**config.mk**
```make
export PLATFORM = sky130hd
export DESIGN_NAME = axi_master_port
export DESIGN_NICKNAME = d
export VERILOG_FILES = /design/src/rtl/axi_master_port.sv
export SDC_FILE = /design/constraint.sdc
export NUM_CORES = 1
export LEC_CHECK = 0
export CORE_MARGIN = 10
export CORE_UTILIZATION = 30
export DETAILED_ROUTE_END_ITERATION = 12
export GPL_TIMING_DRIVEN = 0
export PLACE_DENSITY = 0.79
export SYNTH_ARGS = -nofsm -noshare
export SYNTH_HDL_FRONTEND = slang
export SYNTH_SLANG_ARGS = --single-unit
export TNS_END_PERCENT = 50
```
**constraint.sdc**
```tcl
create_clock -name clk_i -period 2.65 [get_ports clk_i]
set_input_delay 0.6625 -clock clk_i [delete_from_list [all_inputs] [get_ports clk_i]]
set_output_delay 0.6625 -clock clk_i [all_outputs]
set_load 0.02 [all_outputs]
```
**src/rtl/axi_master_port.sv**
```systemverilog
// Single-outstanding AXI4 initiator: request/stream front end to AW/W/B and AR/R.
// INCR bursts of full-width beats, one burst in flight at a time.
module axi_master_port #(
   parameter int ID_BITS    = 4,
   parameter int ADDR_WIDTH = 32,
   parameter int DATA_WIDTH = 32,
   parameter int LEN_BITS   = 8,
   parameter int SIZE_BITS  = 3
) (
   input  logic                    clk_i,
   input  logic                    rst_i,
   input  logic                    req_valid,
   output logic                    req_ready,
   input  logic                    req_we,
   input  logic [ID_BITS-1:0]      req_id,
   input  logic [ADDR_WIDTH-1:0]   req_addr,
   input  logic [LEN_BITS-1:0]     req_len,
   input  logic [DATA_WIDTH-1:0]   wd_data,
   input  logic                    wd_valid,
   output logic                    wd_ready,
   output logic [DATA_WIDTH-1:0]   rd_data,
   output logic                    rd_valid,
   output logic                    rd_last,
   input  logic                    rd_ready,
   output logic                    done,
   output logic [2:0]              done_resp,
   output logic                    done_err,
   output logic [ID_BITS-1:0]      awid,
   output logic [ADDR_WIDTH-1:0]   awaddr,
   output logic [LEN_BITS-1:0]     awlen,
   output logic [SIZE_BITS-1:0]    awsize,
   output logic [1:0]              awburst,
   output logic                    awvalid,
   input  logic                    awready,
   output logic [DATA_WIDTH-1:0]   wdata,
   output logic [DATA_WIDTH/8-1:0] wstrb,
   output logic                    wlast,
   output logic                    wvalid,
   input  logic                    wready,
   input  logic [ID_BITS-1:0]      bid,
   input  logic [2:0]              bresp,
   input  logic                    bvalid,
   output logic                    bready,
   output logic [ID_BITS-1:0]      arid,
   output logic [ADDR_WIDTH-1:0]   araddr,
   output logic [LEN_BITS-1:0]     arlen,
   output logic [SIZE_BITS-1:0]    arsize,
   output logic [1:0]              arburst,
   output logic                    arvalid,
   input  logic                    arready,
   input  logic [ID_BITS-1:0]      rid,
   input  logic [DATA_WIDTH-1:0]   rdata,
   input  logic [2:0]              rresp,
   input  logic                    rlast,
   input  logic                    rvalid,
   output logic                    rready
);

   localparam logic [2:0] S_IDLE = 3'd0;
   localparam logic [2:0] S_AW   = 3'd1;
   localparam logic [2:0] S_W    = 3'd2;
   localparam logic [2:0] S_B    = 3'd3;
   localparam logic [2:0] S_AR   = 3'd4;
   localparam logic [2:0] S_R    = 3'd5;
   localparam logic [2:0] S_DONE = 3'd6;

   localparam logic [SIZE_BITS-1:0] BEAT_SIZE =
      SIZE_BITS'($clog2(DATA_WIDTH / 8));

   logic [2:0]            state;
   logic [ID_BITS-1:0]    id_q;
   logic [ADDR_WIDTH-1:0] addr_q;
   logic [LEN_BITS-1:0]   len_q;
   logic [LEN_BITS-1:0]   cnt;
   logic [2:0]            resp_q;
   logic                  err_q;

   logic in_idle, in_aw, in_w, in_b, in_ar, in_r, in_done;
   logic cnt_last, w_hs, r_hs;

   // Handshake outputs are forced low for the whole reset cycle.
   assign in_idle  = !rst_i && state == S_IDLE;
   assign in_aw    = !rst_i && state == S_AW;
   assign in_w     = !rst_i && state == S_W;
   assign in_b     = !rst_i && state == S_B;
   assign in_ar    = !rst_i && state == S_AR;
   assign in_r     = !rst_i && state == S_R;
   assign in_done  = !rst_i && state == S_DONE;

   assign cnt_last = cnt == len_q;
   assign w_hs     = in_w && wd_valid && wready;
   assign r_hs     = in_r && rvalid && rd_ready;

   always_ff @(posedge clk_i) begin
      if (rst_i) begin
         state  <= S_IDLE;
         cnt    <= '0;
         resp_q <= '0;
         err_q  <= 1'b0;
      end else begin
         unique case (state)
            S_IDLE: if (req_valid) begin
               id_q   <= req_id;
               addr_q <= req_addr;
               len_q  <= req_len;
               cnt    <= '0;
               resp_q <= '0;
               err_q  <= 1'b0;
               state  <= req_we ? S_AW : S_AR;
            end
            S_AW: if (awready) state <= S_W;
            S_W: if (w_hs) begin
               cnt <= cnt + 1'b1;
               if (cnt_last) state <= S_B;
            end
            S_B: if (bvalid) begin
               resp_q <= bresp;
               if (bid != id_q) err_q <= 1'b1;
               state <= S_DONE;
            end
            S_AR: if (arready) state <= S_R;
            S_R: if (r_hs) begin
               cnt <= cnt + 1'b1;
               if (rlast != cnt_last || rid != id_q) err_q <= 1'b1;
               if (resp_q == 3'b000) resp_q <= rresp;
               // A misplaced rlast or a missing one both end the burst here.
               if (rlast || cnt_last) state <= S_DONE;
            end
            S_DONE: state <= S_IDLE;
            default: state <= S_IDLE;
         endcase
      end
   end

   assign req_ready = in_idle;

   assign awid    = id_q;
   assign awaddr  = addr_q;
   assign awlen   = len_q;
   assign awsize  = BEAT_SIZE;
   assign awburst = 2'b01;
   assign awvalid = in_aw;

   assign wdata    = wd_data;
   assign wstrb    = '1;
   assign wlast    = in_w && cnt_last;
   assign wvalid   = in_w && wd_valid;
   assign wd_ready = in_w && wready;

   assign bready = in_b;

   assign arid    = id_q;
   assign araddr  = addr_q;
   assign arlen   = len_q;
   assign arsize  = BEAT_SIZE;
   assign arburst = 2'b01;
   assign arvalid = in_ar;

   assign rready   = in_r && rd_ready;
   assign rd_valid = in_r && rvalid;
   assign rd_data  = rdata;
   assign rd_last  = in_r && rlast;

   assign done      = in_done;
   assign done_resp = resp_q;
   assign done_err  = in_done && err_q;

endmodule

```
; Word level (Yosys, flattened, before mapping)
; Index checks and enable logic that the tools add are counted.
[word_totals]
output_inout_bits = 181
wordCells = 83
regBits = 59
[classes]
mux = 25
addsub = 1
n_bitwise = 1
n_eq_ne = 21
reduce_logical = 28
[ops]
columns = operator, n
row1 = 2-to-1 mux 3 bit, 13
row2 = 2-to-1 mux 8 bit, 3
row3 = one-hot mux 8 bit (3 select lines), 1
row4 = one-hot mux 3 bit (6 select lines), 1
row5 = logical AND 1 bit, 16
row6 = "!= test 2 bit, second input constant", 7
row7 = "== test 3 bit, second input constant", 3
row8 = one-hot mux 3 bit (3 select lines), 1
row9 = "adder 8 x 1 -> 8 bit, second input constant", 1
row10 = == test 8 bit, 1
row11 = "!= test 2 x 1 -> 1 bit, second input constant", 4
row12 = != test 4 bit, 2
row13 = AND reduction 8 bit, 1
row14 = "== test 3 x 2 -> 1 bit, second input constant", 2
row15 = zero test 3 bit, 2
row16 = AND reduction 6 bit, 1
row17 = nonzero test 3 bit, 2
row18 = 2-to-1 mux 1 bit, 5
row19 = AND reduction 5 bit, 1
row20 = AND reduction 4 bit, 1
row21 = "== test 3 x 1 -> 1 bit, second input constant", 1
row22 = one-hot mux 1 bit (3 select lines), 1
row23 = AND reduction 3 bit, 1
row24 = logical OR 1 bit, 2
row25 = 3 further kinds, 3

; Logic depth before layout (Yosys ltp)
[depth]
ltp_word = 6
mapped_depth = 8
ltp_nobuf = 8

; Worst setup path after synthesis
; OpenSTA, ideal clock, no wires.
[synth_path]
kind = input -> register
start = in rst_i
end = reg addr_q[0] (netlist: araddr[0]) (enable)
arrival_time_ns = 2.645
stages = 3
path_slack_ns = -0.401
setup_time_ns = 0.406
path_cell_list = buf_6 > nor4_1 > and2_1
[synth_via]
elab_chain_len = 2
[synth_lines]
columns = item, line
row1 = start: declaration, 11  ; input logic rst_i,
row2 = NOT 1 bit (no source line), --
row3 = AND reduction 3 bit (no source line), --
row4 = end signal: assignment, 104  ; addr_q <= req_addr;
row5 = end: declaration, 72  ; logic [ADDR_WIDTH-1:0] addr_q;
; No other way between the ends.
; A chain may end at the register's enable or synchronous reset.

; Worst setup path after layout
[layout_path]
start = in rst_i
end = out rd_last
[layout_via]
elab_chain_len = 3
[layout_lines]
columns = item, line
row1 = zero test 1 bit, 87  ; assign in_r = !rst_i && state == S_R;
row2 = logical AND 1 bit, 87
row3 = logical AND 1 bit, 162  ; assign rd_last = in_r && rlast;
row4 = end: declaration, 23  ; output logic rd_last,
; No other way between the ends.

==> impl_metrics.csv <==
group,metric,value,unit
outcome,status,"finished clean",
hold_path,whs_endpoint,"err_q",
synthesis,ys_seq_area_share,47.2,%
critical_path,cp_cell_sequence,"buf_6 -> and4bb_1 -> and2_1 -> clkdlybuf4s50_1",
final_layout,drive_above_1_share,26.8,%
timing,tightest_slew,1.01,ns
global_routing,grt_pass1_wl,21500,microns
floorplanning,num_rows,39,
critical_path,r2r_setup_slack,0.23,ns
floorplanning,start_util,30.4,%
timing,min_period_over_period,98.4,%
critical_path,cp_slowest_cell,"clkdlybuf4s50_1",
global_routing,grt_max_degree,45,
critical_path,cp.depth,4,
routing,finalWirelength,14900,microns
timing,fin_skew,0.00517,ns
final_layout,fin_area,0.00639,sq mm
critical_path,cpPeakStageDelay,0.62,ns
critical_path,critPathKind,"in2out",
global_routing,grt_usage,17.1,%
clock_network,clock_path_buffers,2,
clock_network,clock_latency,0.33,ns
routing,postRouteAntennaNets,0,
synthesis,synth_cell_types,46,
synthesis,avgSynthCellArea,10.6,sq um
timing,relSlewSlack,32.9,%
synthesis,syn_inst,323,
timing,max_freq,384,MHz
routing,drc,0,
synthesis,ys_async_sr_fraction,0,%
clock_network,cts_tree,"built",
synthesis,synth_top_area_cell,"edfxtp_1",
placed_design,gp_congestion,0.840,
critical_path,worstSetupEndpointType,"output pin",
placed_design,place_area,0.00601,sq mm
pwr,totalPowerFinal,0.00393,W
synthesis,synth-warning-count,0,
routing,wl_per_cell,20.4,microns
timing,final-max-slew-violation-count,0,
timing,hold_violations,0,
synthesis,synth_enable_flop_cells,44,
synthesis,synthesis.area,0.00344,sq mm
timing,tns,0,ns
clock_network,clk_pin_slew,0.05,ns
synthesis,yosys.area.top_type_share,38.4,%
floorplanning,die_h,127,microns
floorplanning,ios,315,
floorplanning,dieArea,0.0161,sq mm
critical_path,worstReg2RegEnd,"arlen[7]",
final_layout,syn_to_final_growth,85.8,%
floorplanning,core,0.0113,sq mm
global_routing,grt_overflow,0,
final_layout,fin_nets,720,
routing,vias_per_cell,4.50,
hold_path,min_path_type,"reg2reg",
pwr,p_leak,2.64,nW
critical_path,r2r_start,"state[0]",
critical_path,worst_setup_path_start_kind,"primary input",
critical_path,reg2reg_depth,4,
critical_path,crit_family,"buffers and inverters",
critical_path,cp.arrival,1.94,ns
synthesis,ys.flop_type,"edfxtp_1",
clock_network,root_buffer,"clkbuf_16",
routing,route.vias.total,3291,
timing,holdWs,0.479,ns
routing,drtPass1Iterations,4,
clock_network,cts_buffers,9,
placed_design,placement.io_buffers,235,
hold_path,hp-start,"err_q",
critical_path,critPathRequiredTime,1.99,ns
hold_path,hold-path-cell-count,1,
final_layout,antenna_cells,0,
floorplanning,die_w,127,microns
placed_design,dp_hpwl,12500,microns
timing,rsz0062_at_grt,"false",
synthesis,synth-seq-cells,59,
pwr,peakVddDrop,0.000408,V
synthesis,synth_area_leaders,"edfxtp_1 38%, buf_4 27%, dfxtp_1 8.7%",
timing,finalCriticalPeriod,2.61,ns
critical_path,cp.buffers_inverters,2,
routing,drtIter0Drc,125,
global_routing,antenna_found_initial,0,
global_routing,grt_pass1_vias,3514,
timing,setup_viol,0,
critical_path,path_max_fanout,10,
clock_network,clock_sinks,59,
clock_network,cts-htree-levels,3,
pwr,powerDensity,615,mW/mm^2
flow_run,drv_cap,0,
## Yosys cell counts (all sizes together) (2+ instances only)
library cell and count:
and3 4, o21ai 5, or4 2, a21oi 8
o2111ai 2, inv 3, ha 2, buf 126
nor4 8, edfxtp 44, or3b 3, and2 5
nor3b 2, a22oi 3, a32o 2, nand3b 2
nor2b 2, conb 2, or3 2, nand2 17
nand4 2, xor2 16, nor3 4, nor2 18
nand3 4, dfxtp 15, a31oi 2, xnor2 4
clkbuf 3
## cell type report
type / instances / area, sq um
Timing Repair Buffer: 238 / 2370
Sequential cell: 59 / 1620
Buffer: 129 / 961
Clock buffer: 9 / 225
Tap cell: 143 / 179
Inverter: 3 / 11.3
Multi-Input combinational cell: 144 / 928
Clock inverter: 7 / 91.3
Fill cell: 897 / 4930
## per-layer routing
layer / up-vias / track usage (%) / wire length, microns
li1: 1501 / - / -
met1: 1529 / 16.6 / 5040
met2: 248 / 30.7 / 7690
met3: 13 / 9.88 / 2080
met4: 0 / 4.09 / 122
met5: - / 0 / 0
## repair_timing
item / 4_1_cts / 5_1_grt
resized for setup: 14 / 8
setup buffers: 1 / 2
pin swaps: 1 / 1
hold buffers: 0 / 0
setup endpoints to repair: 8 / 4
## kinds of logic after synthesis
kind of cell,synth area share [%]
and+or+nand+nor,12.9
xor gates and xnor gates,5.10
DFF,47.2
other,0.219
buffers and inverters,28.1
AOI/OAI and AO/OA,5.72
adders and majority gates,0.728
## power by group
| part | switching, W | internal (W) | total (W) | leakage, nW |
|---|---|---|---|---|
| sequential | 0.0000904 | 0.00113 | 0.00122 | 0.529 |
| combinational | 0.000745 | 0.000722 | 0.00147 | 1.96 |
| clock | 0.000421 | 0.000819 | 0.00124 | 0.147 |
## per-stage QoR
| stage | std cells | utilization [%] | setup WS, ns |
|---|---|---|---|
| 2_1_floorplan | 335 | - | 0.0343 |
| 3_3_place_gp | 713 | 53.1 | -0.0722 |
| 3_5_place_dp | 713 | 53.1 | -0.0804 |
| 4_1_cts | 730 | 56.1 | 0.00381 |
| 5_1_grt | 732 | 56.4 | 0.00166 |
| 6_report | 732 | 56.4 | 0.0434 |
## sequential cells by signal, indices dropped and copies added (netlist names)
name / cells
err_q: 1
arid: 4
cnt: 8
arlen: 8
done_resp: 3
araddr: 32
state: 3
## layout by cell type, fill, tap and decap left out, types with 3 or more instances in the layout
cell / instances
a21oi_1: 8
clkdlybuf4s50_1: 225
dlygate4sd2_1: 6
o21ai_0: 3
clkbuf_2: 3
a22oi_1: 3
dfxtp_1: 14
xor2_1: 16
nor4_2: 3
nor2_1: 18
buf_4: 126
nand2_1: 17
xnor2_1: 4
or3b_1: 3
conb_1: 14
clkbuf_16: 9
edfxtp_1: 44
and2_1: 4
nor4_1: 4
and3_1: 4
nor3_1: 4
inv_1: 3
nand3_1: 3
## worst max-delay path by stage
stage,startpoint,endpoint,slack (ns)
after floorplan,rst_i,araddr[0],0.03
after global placement,arlen[7],wlast,-0.07
after detailed placement,arlen[7],wlast,-0.08
after CTS,arlen[4],wlast,0.004
after global routing,rst_i,rd_last,0.002
final,rst_i,rd_last,0.04
No activity file was read; power rests on OpenSTA's default activity.
